### src/rtl/seg7_count_display.sv
// Scans a 4-digit common-anode seven-segment display from a per-frame snapshot of an 8-bit count.
// Hex mode by default; define BCD_DISPLAY_EN for decimal display via a shift-add-3 converter.
module seg7_count_display #(
  parameter int REFRESH_DIV = 100000
) (
  input  logic       clk,
  input  logic       rst,
  input  logic [7:0] value,
  output logic [6:0] seg,
  output logic       dp,
  output logic [3:0] an,
  output logic       busy
);

  localparam int CW = $clog2(REFRESH_DIV);
  localparam logic [CW-1:0] LAST = CW'(REFRESH_DIV - 1);
  localparam logic [6:0] BLANK = 7'b1111111;
`ifdef BCD_DISPLAY_EN
  localparam logic BLANK1_RST = 1'b1;
`else
  localparam logic BLANK1_RST = 1'b0;
`endif

  function automatic logic [6:0] hex7(input logic [3:0] d);
    case (d)
      4'h0: hex7 = 7'b1000000;  4'h1: hex7 = 7'b1111001;
      4'h2: hex7 = 7'b0100100;  4'h3: hex7 = 7'b0110000;
      4'h4: hex7 = 7'b0011001;  4'h5: hex7 = 7'b0010010;
      4'h6: hex7 = 7'b0000010;  4'h7: hex7 = 7'b1111000;
      4'h8: hex7 = 7'b0000000;  4'h9: hex7 = 7'b0010000;
      4'hA: hex7 = 7'b0001000;  4'hB: hex7 = 7'b0000011;
      4'hC: hex7 = 7'b1000110;  4'hD: hex7 = 7'b0100001;
      4'hE: hex7 = 7'b0000110;  default: hex7 = 7'b0001110;
    endcase
  endfunction

  logic [CW-1:0] cnt_q, cnt_d;
  logic [1:0]    idx_q, idx_d;
  logic          started_q;
  logic          frame_start;
  logic [3:0]    d0_q, d0_d, d1_q, d1_d, d2_q, d2_d;
  logic          blank1_q, blank1_d, blank2_q, blank2_d;
  logic          busy_q, busy_d;
  logic [6:0]    seg_q, seg_d;
  logic [3:0]    an_q, an_d;

  // The first edge after reset release behaves like a 3->0 wrap so a frame starts at once.
  assign frame_start = !started_q || (cnt_q == LAST && idx_q == 2'd3);

  // NOTE: every variable gets a default before the branches so no latch is inferred.
  always_comb begin
    cnt_d = cnt_q;
    idx_d = idx_q;
    if (!started_q) begin
      cnt_d = '0;
      idx_d = 2'd0;
    end else if (cnt_q == LAST) begin
      cnt_d = '0;
      idx_d = idx_q + 2'd1;
    end else begin
      cnt_d = cnt_q + 1'b1;
    end
  end

`ifdef BCD_DISPLAY_EN
  typedef enum logic [1:0] {IDLE, SHIFT, DONE} state_e;
  state_e      state_q, state_d;
  logic [19:0] sh_q, sh_d;
  logic [2:0]  bit_q, bit_d;

  function automatic logic [3:0] adj3(input logic [3:0] n);
    adj3 = (n >= 4'd5) ? n + 4'd3 : n;
  endfunction

  always_comb begin
    state_d  = state_q;
    sh_d     = sh_q;
    bit_d    = bit_q;
    d0_d     = d0_q;
    d1_d     = d1_q;
    d2_d     = d2_q;
    blank1_d = blank1_q;
    blank2_d = blank2_q;
    case (state_q)
      IDLE: if (frame_start) begin
        sh_d    = {12'd0, value};
        bit_d   = 3'd0;
        state_d = SHIFT;
      end
      SHIFT: begin
        sh_d  = {adj3(sh_q[19:16]), adj3(sh_q[15:12]), adj3(sh_q[11:8]), sh_q[7:0]} << 1;
        bit_d = bit_q + 3'd1;
        if (bit_q == 3'd7) state_d = DONE;
      end
      DONE: begin
        d0_d     = sh_q[11:8];
        d1_d     = sh_q[15:12];
        d2_d     = sh_q[19:16];
        blank2_d = (sh_q[19:16] == 4'd0);
        blank1_d = (sh_q[19:16] == 4'd0) && (sh_q[15:12] == 4'd0);
        state_d  = IDLE;
      end
      default: state_d = IDLE;
    endcase
    busy_d = (state_d == SHIFT);
  end

  always_ff @(posedge clk or posedge rst) begin
    if (rst) begin
      state_q <= IDLE;
      sh_q    <= '0;
      bit_q   <= '0;
    end else begin
      state_q <= state_d;
      sh_q    <= sh_d;
      bit_q   <= bit_d;
    end
  end
`else
  logic [7:0] snap_q;
  logic       load_q;

  always_comb begin
    d0_d     = d0_q;
    d1_d     = d1_q;
    d2_d     = 4'd0;
    blank1_d = 1'b0;
    blank2_d = 1'b1;
    busy_d   = 1'b0;
    if (load_q) begin
      d0_d = snap_q[3:0];
      d1_d = snap_q[7:4];
    end
  end

  always_ff @(posedge clk or posedge rst) begin
    if (rst) begin
      snap_q <= '0;
      load_q <= 1'b0;
    end else begin
      load_q <= frame_start;
      if (frame_start) snap_q <= value;
    end
  end
`endif

  always_comb begin
    an_d = ~(4'b0001 << idx_d);
    case (idx_d)
      2'd0:    seg_d = hex7(d0_q);
      2'd1:    seg_d = blank1_q ? BLANK : hex7(d1_q);
      2'd2:    seg_d = blank2_q ? BLANK : hex7(d2_q);
      default: seg_d = BLANK;
    endcase
  end

  // NOTE: state registers use non-blocking assignments so every flop samples pre-edge values.
  always_ff @(posedge clk or posedge rst) begin
    if (rst) begin
      cnt_q     <= '0;
      idx_q     <= 2'd0;
      started_q <= 1'b0;
      d0_q      <= 4'd0;
      d1_q      <= 4'd0;
      d2_q      <= 4'd0;
      blank1_q  <= BLANK1_RST;
      blank2_q  <= 1'b1;
      busy_q    <= 1'b0;
      seg_q     <= BLANK;
      an_q      <= 4'b1111;
    end else begin
      cnt_q     <= cnt_d;
      idx_q     <= idx_d;
      started_q <= 1'b1;
      d0_q      <= d0_d;
      d1_q      <= d1_d;
      d2_q      <= d2_d;
      blank1_q  <= blank1_d;
      blank2_q  <= blank2_d;
      busy_q    <= busy_d;
      seg_q     <= seg_d;
      an_q      <= an_d;
    end
  end

  assign seg  = seg_q;
  assign an   = an_q;
  assign busy = busy_q;
  assign dp   = 1'b1;

endmodule

### config.mk
export PLATFORM = sky130hd
export DESIGN_NAME = seg7_count_display
export DESIGN_NICKNAME = d
export VERILOG_FILES = /design/src/rtl/seg7_count_display.sv
export SDC_FILE = /design/constraint.sdc
export NUM_CORES = 1
export LEC_CHECK = 0
export ABC_AREA = 1
export CORE_MARGIN = 2
export CORE_UTILIZATION = 50
export DETAILED_ROUTE_END_ITERATION = 16
export GPL_TIMING_DRIVEN = 0
export PLACE_DENSITY_LB_ADDON = 0.3
export SYNTH_ARGS = -nofsm -noshare
export SYNTH_HDL_FRONTEND = slang
export SYNTH_SLANG_ARGS = --single-unit
export TNS_END_PERCENT = 100
### constraint.sdc
create_clock -name clk -period 1.4 [get_ports clk]
set_input_delay 0.21 -clock clk [delete_from_list [all_inputs] [get_ports clk]]
set_output_delay 0.21 -clock clk [all_outputs]
set_load 0.1 [all_outputs]
# Yosys cells after proc, flatten, opt, wreduce, memory -nomap -nowiden
# Memories as Yosys holds them, arrays and structs flattened.
# Index checks and enable logic that the tools add are counted.
# W data, S select, Z words.
[totals]
ff_bits = 48
mem_bits_ro = 224
input_bits = 10
out_inout_bits = 13
wordCells = 27
n_memories = 2
[memory_table]
columns = ["name", "words", "width", "read_ports", "rd_ports_with_merged_regs", "write_ports", "line", "source"]
rows = [
  ["(name not given)", 16, 7, 1, 0, 0, "25", "case (d)"],
  ["(name not given)", 16, 7, 1, 0, 0, "25", ""],
]
[classes]
addsub = 2
n_eq_ne = 3
shift = 1
muxes = 5
bitwise_logic = 1
n_reduce_logical = 4
[ops]
columns = ["operator", "n"]
rows = [
  ["$mux W17", 2],
  ["$add A17 B1 Y17 const B", 1],
  ["$eq A17 B17 Y1 const B", 1],
  ["$pmux W7 S2", 1],
  ["$mux W2", 2],
  ["$not A4 Y4", 1],
  ["$shl A1 B2 Y4 const A", 1],
  ["$add A2 B1 Y2 const B", 1],
  ["$eq A2 B1 Y1 const B", 1],
  ["$eq A2 B2 Y1 const B", 1],
  ["$logic_not A2 Y1", 1],
  ["$logic_and A1 B1 Y1", 1],
  ["$logic_not A1 Y1", 1],
  ["$logic_or A1 B1 Y1", 1],
]

# Depth between registers and ports, before layout
[depth]
ltp_word = 5
depth_mapped = 11
depth_no_buf = 11

# Worst setup path after synthesis
# No wires, ideal clock.
[synth_timing]
kind = "reg2reg"
start = "reg cnt_q[0]"
end = "reg seg_q[0], in the netlist seg[0]"
setup_ns = 0.072
arrival_ns = 1.405
t_required_ns = 1.328
setup_slack_ns = -0.077
path_stages_with_launch = 10
path_buffers = 1
period_less_slack_ns = 1.477
path_cell_list = "dfrtp_1 > ha_1 > nand3_2 > nor2_4 > nand4_1 > nand3_4 > buf_6 > nand3_2 > nand2_1 > inv_1"
[synth_between]
elab_chain_cells = 5
word_cells_on_any_way = 6
cone_classes = "2 x eq/ne; 3 x mux; 1 x reduce/logical"
[synth_lines]
columns = ["element", "line", "source"]
rows = [
  ["start, declared", "37", "logic [CW-1:0] cnt_q, cnt_d;"],
  ["start signal, assigned", "172", "cnt_q <= cnt_d;"],
  ["$eq A17 B17 Y1 *", "57", "end else if (cnt_q == LAST) begin"],
  ["$mux W2 *", "57", ""],
  ["$mux W2 *", "54", "if (!started_q) begin"],
  ["$eq A2 B1 Y1 / $logic_not A2 Y1 (equally long branches)", "149", "case (idx_d)"],
  ["$pmux W7 S2 *", "149", ""],
  ["via seg_d[0]", "44", "logic [6:0] seg_q, seg_d;"],
  ["end signal, assigned", "181", "seg_q <= seg_d;"],
  ["end, declared", "44", ""],
]
# The timed path passes the listed nets; every way through them passes the cells marked *.
# A chain may end at the register's enable or synchronous reset.

# Worst setup path in the final report
[layout_timing]
start = "reg cnt_q[8]"
end = "reg snap_q[2]"
[layout_between]
elab_chain_cells = 3
[layout_lines]
columns = ["element", "line", "source"]
rows = [
  ["$eq A17 B17 Y1", "48", "assign frame_start = !started_q || (cnt_q == LAST && idx_q == 2'd3);"],
  ["$logic_and A1 B1 Y1", "48", ""],
  ["$logic_or A1 B1 Y1", "48", ""],
  ["via frame_start", "40", "logic frame_start;"],
  ["end signal, assigned", "142", "if (frame_start) snap_q <= value;"],
  ["end, declared", "120", "logic [7:0] snap_q;"],
]
# The timed path passes the listed nets, and every way through them passes these cells.

==> results.yml <==
power:
  p_leak_nw: 1.63
  cellPowerDensity_nw_per_um2: 1070
  ir_worst_vdd_v: 0.000839
  switching_share_pct: 39.5
  switchingPower_mw: 1.46
  p_total_mw: 3.70
  clkPwrFrac_pct: 22.8
  p_comb_share_pct: 32.5
  pwr-share-seq_pct: 44.7
  internal_power_mw: 2.24
timing:
  clock_skew_ns: 0.0107
  finalSetupTns_ns: -4.43
  setup_slack_ns: -0.203
  hold_violations: 0
  maxSlewViolCount: 0
  rsz0062_at_grt: "true"
  fmax_ghz: 0.624
  period_needed_ns: 1.60
  final-setup-viol-count: 32
  finalCritPeriodShare_pct: 114
synth:
  synth_top_family_by_area: "simple AND/OR/NAND/NOR gates"
  synth_warnings: 0
  synth.top_cell.area_share_pct: 34.0
  yosysTopAreaCell: "dfrtp_1"
  synthAdderAreaFrac_pct: 7.36
  yosys.area_share.simple_pct: 29.7
  synthTopCellsByArea: "dfrtp_1 (34%), nand2_1 (12%), dfstp_2 (11%)"
  synth_compound_area_share_pct: 8.37
  synth_xor_area_share_pct: 1.93
  synth_seq_area_share_pct: 44.6
  ys_types: 33
  syn_area_per_cell_um2: 8.17
  synth_mux_area_share_pct: 0
  syn_area_um2: 2720
  ys_ff_latch: 48
  syn_inst: 333
worst_setup_path:
  required_ns: 1.65
  critPathLaunchType: "register"
  worstSetupPathType: "register to register"
  cpPeakStageDelay_ns: 0.44
  critical_path.cell_chain: "nor2_1 -> nand2_1 -> nor2_4 -> nand3_4 -> buf_12 -> nand2_8 -> o21ai_4 -> clkinv_4 -> nand2_2 -> nand2_1"
  worstPathMaxFanout: 6
  timing.rr.end: "snap_q[2]"
  rr_startpoint: "cnt_q[8]"
  rr_worst_depth: 10
  arrival_ns: 1.86
  cp-end-kind: "register"
  r2r_slack_ns: -0.20
  slowest_stage: "dfrtp_1"
  cp_common_cell: "nand2_1"
placement:
  port_buffers: 20
  pre_cts_slack_ns: -0.426
  place_congestion: 0.868
  hpwl_um: 3610
  placed_area_um2: 3050
global_routing:
  grt.overflow.total: 0
  grt_pass1_vias: 2056
  grt_antenna_before_repair: 0
  grt_usage_pct: 18.8
  grt_pass1_wl_um: 9080
  grt_max_degree: 27
detailed_routing:
  vias_per_cell: 5.05
  wl_per_cell_um: 12.2
  drc: 0
  route.vias.total: 2281
  wirelength_um: 5500
  postRouteAntennaNets: 0
  drt_iter0_drc: 160
  first_pass_iters: 4
cts:
  cts_inserted_buffers: 5
  cts_tree: "built"
  clock_tree.root_cell: "clkbuf_8"
  cts_max_level: 2
  clock_latency_ns: 0.31
  cts_sinks: 48
  clk_path_buf_depth: 2
  clk_pin_slew_ns: 0.09
min_path:
  worstHoldPathType: "input pin to async pin"
finish:
  fillers: 417
  nNetsFinal: 407
  finalInstanceArea_um2: 3470
  antenna_cells: 0
  final_util_pct: 67.1
  layout-drive-gt1-share_pct: 31.7
  area_growth_pct: 27.5
outcome:
  outcome: "finished, violations left"
  violations: "negative setup slack"
die:
  die_x_um: 77.8
  core-area_um2: 5170
  die_area_um2: 6050
  start_util_pct: 52.6
  die_h_um: 77.8
  boundaryPins: 23
  rows: 26
flow_run:
  cap_viol_max_count: 0
[critical path, delay by kind of cell (launching register included)]
family	cells	cell delay [ns]
AND/OR/NAND/NOR	7	0.73
flip-flops	1	0.44
buffers and inverters	2	0.26
AO/OA/AOI/OAI	1	0.11
[power by group through the flow]
stage | combinational, mW | clock, mW | sequential (mW)
5_1_grt | 1.32 | 0.935 | 1.67
3_5_place_dp | 1.19 | 0 | 1.67
6_report | 1.20 | 0.844 | 1.65
3_3_place_gp | 1.17 | 0 | 1.66
4_1_cts | 1.20 | 0.863 | 1.64
2_1_floorplan | 0.479 | 0 | 2.13
[repair_timing]
item | in CTS | in global routing
gates cloned | 3 | 0
setup buffers | 11 | 6
hold buffers | 0 | 0
setup endpoints to repair | 43 | 34
gates resized for setup | 82 | 40
pin swaps | 5 | 13
[layout by cell type (no fill, tap or decap), types with 4 or more instances in the layout]
master and count:
buf_4 27, nand4_1 4, dfstp_2 11, xor2_1 5, nor2_2 7, nand2_1 77, nor2_4 6, inv_4 4
clkbuf_8 5, nor3_1 8, ha_1 15, a21oi_1 9, o21ai_0 24, nand3_2 9, inv_2 7, nor2_1 16
dfrtp_1 36, inv_1 33, clkdlybuf4s50_1 9, nand2_2 14, nand3_1 15
[synth_stat cells]
cell type and count:
clkbuf_1 2, nor2_8 1, nand4_1 4, o211a_1 1, buf_4 2, ha_1 16
a31oi_1 1, nor2_2 1, inv_1 38, clkinv_2 1, nor3_1 12, xor2_1 5
o21a_1 1, nand2_1 89, inv_2 5, nand2_2 6, nor3b_1 2, a21boi_0 1
o21ai_0 26, clkinv_1 1, buf_2 1, nand3_1 18, nor2_4 3, nand3_4 1
dfrtp_1 37, dfstp_2 11, conb_1 2, nor2_1 24, nand3_2 8, o21ai_4 1
buf_6 1, xnor2_1 1, a21oi_1 10
[per-stage QoR]
stage / hold WS, ns / cells
final: 0.226 / 452
after global routing: 0.276 / 452
after CTS: 0.250 / 447
after detailed placement: 0.467 / 425
after global placement: 0.464 / 424
after floorplan: 0.320 / 334
[worst max-delay path by stage]
stage | start | endpoint | slack (ns) | cells past startpoint
5_1_grt | cnt_q[8] | snap_q[3] | -0.29 | 10
4_1_cts | cnt_q[1] | seg[4] | -0.11 | 9
3_5_place_dp | seg[3] | seg[3] | -0.43 | 1
2_1_floorplan | cnt_q[0] | seg[4] | -0.05 | 10
6_report | cnt_q[8] | snap_q[2] | -0.20 | 10
3_3_place_gp | rst | idx_q[1] | -0.83 | 2
[logic make-up after synthesis]
logic type / count (synthesis)
xor+xnor: 6
simple gates: 169
other cells: 2
compound gates: 41
buf+inv: 51
fa+ha+maj: 16
flops: 48
[flip-flops by register name, indices dropped and copies added (netlist names)]
name,cells
cnt_q,17
idx_q,2
d1_q,4
seg,7
load_q,1
snap_q,8
d0_q,4
an,4
started_q,1
[per-layer routing]
| layer | vias up | GRT usage [%] | share of wire, % |
|---|---|---|---|
| met1 | 1046 | 26.0 | 46 |
| li1 | 1155 | - | - |
| met3 | 10 | 4.30 | 5.9 |
| met5 | - | 0 | 0 |
| met2 | 70 | 28.8 | 47 |
| met4 | 0 | 6.96 | 1.7 |
[final cells by class]
type                    instances  area [µm²]  share of cell area, %
multi-input cells             237        1500                   43.1
clock buffers                   5        68.8                   1.98
flip-flops and latches         48        1220                   35.0
inverters                      45         186                   5.37
repair inverters                1        6.26                  0.180
repair buffers                 38         349                   10.1
well taps                      70        87.6                   2.52
plain buffers                   5        38.8                   1.12
clock inverters                 3        22.5                  0.649
Power figures use the tool's default switching activity.
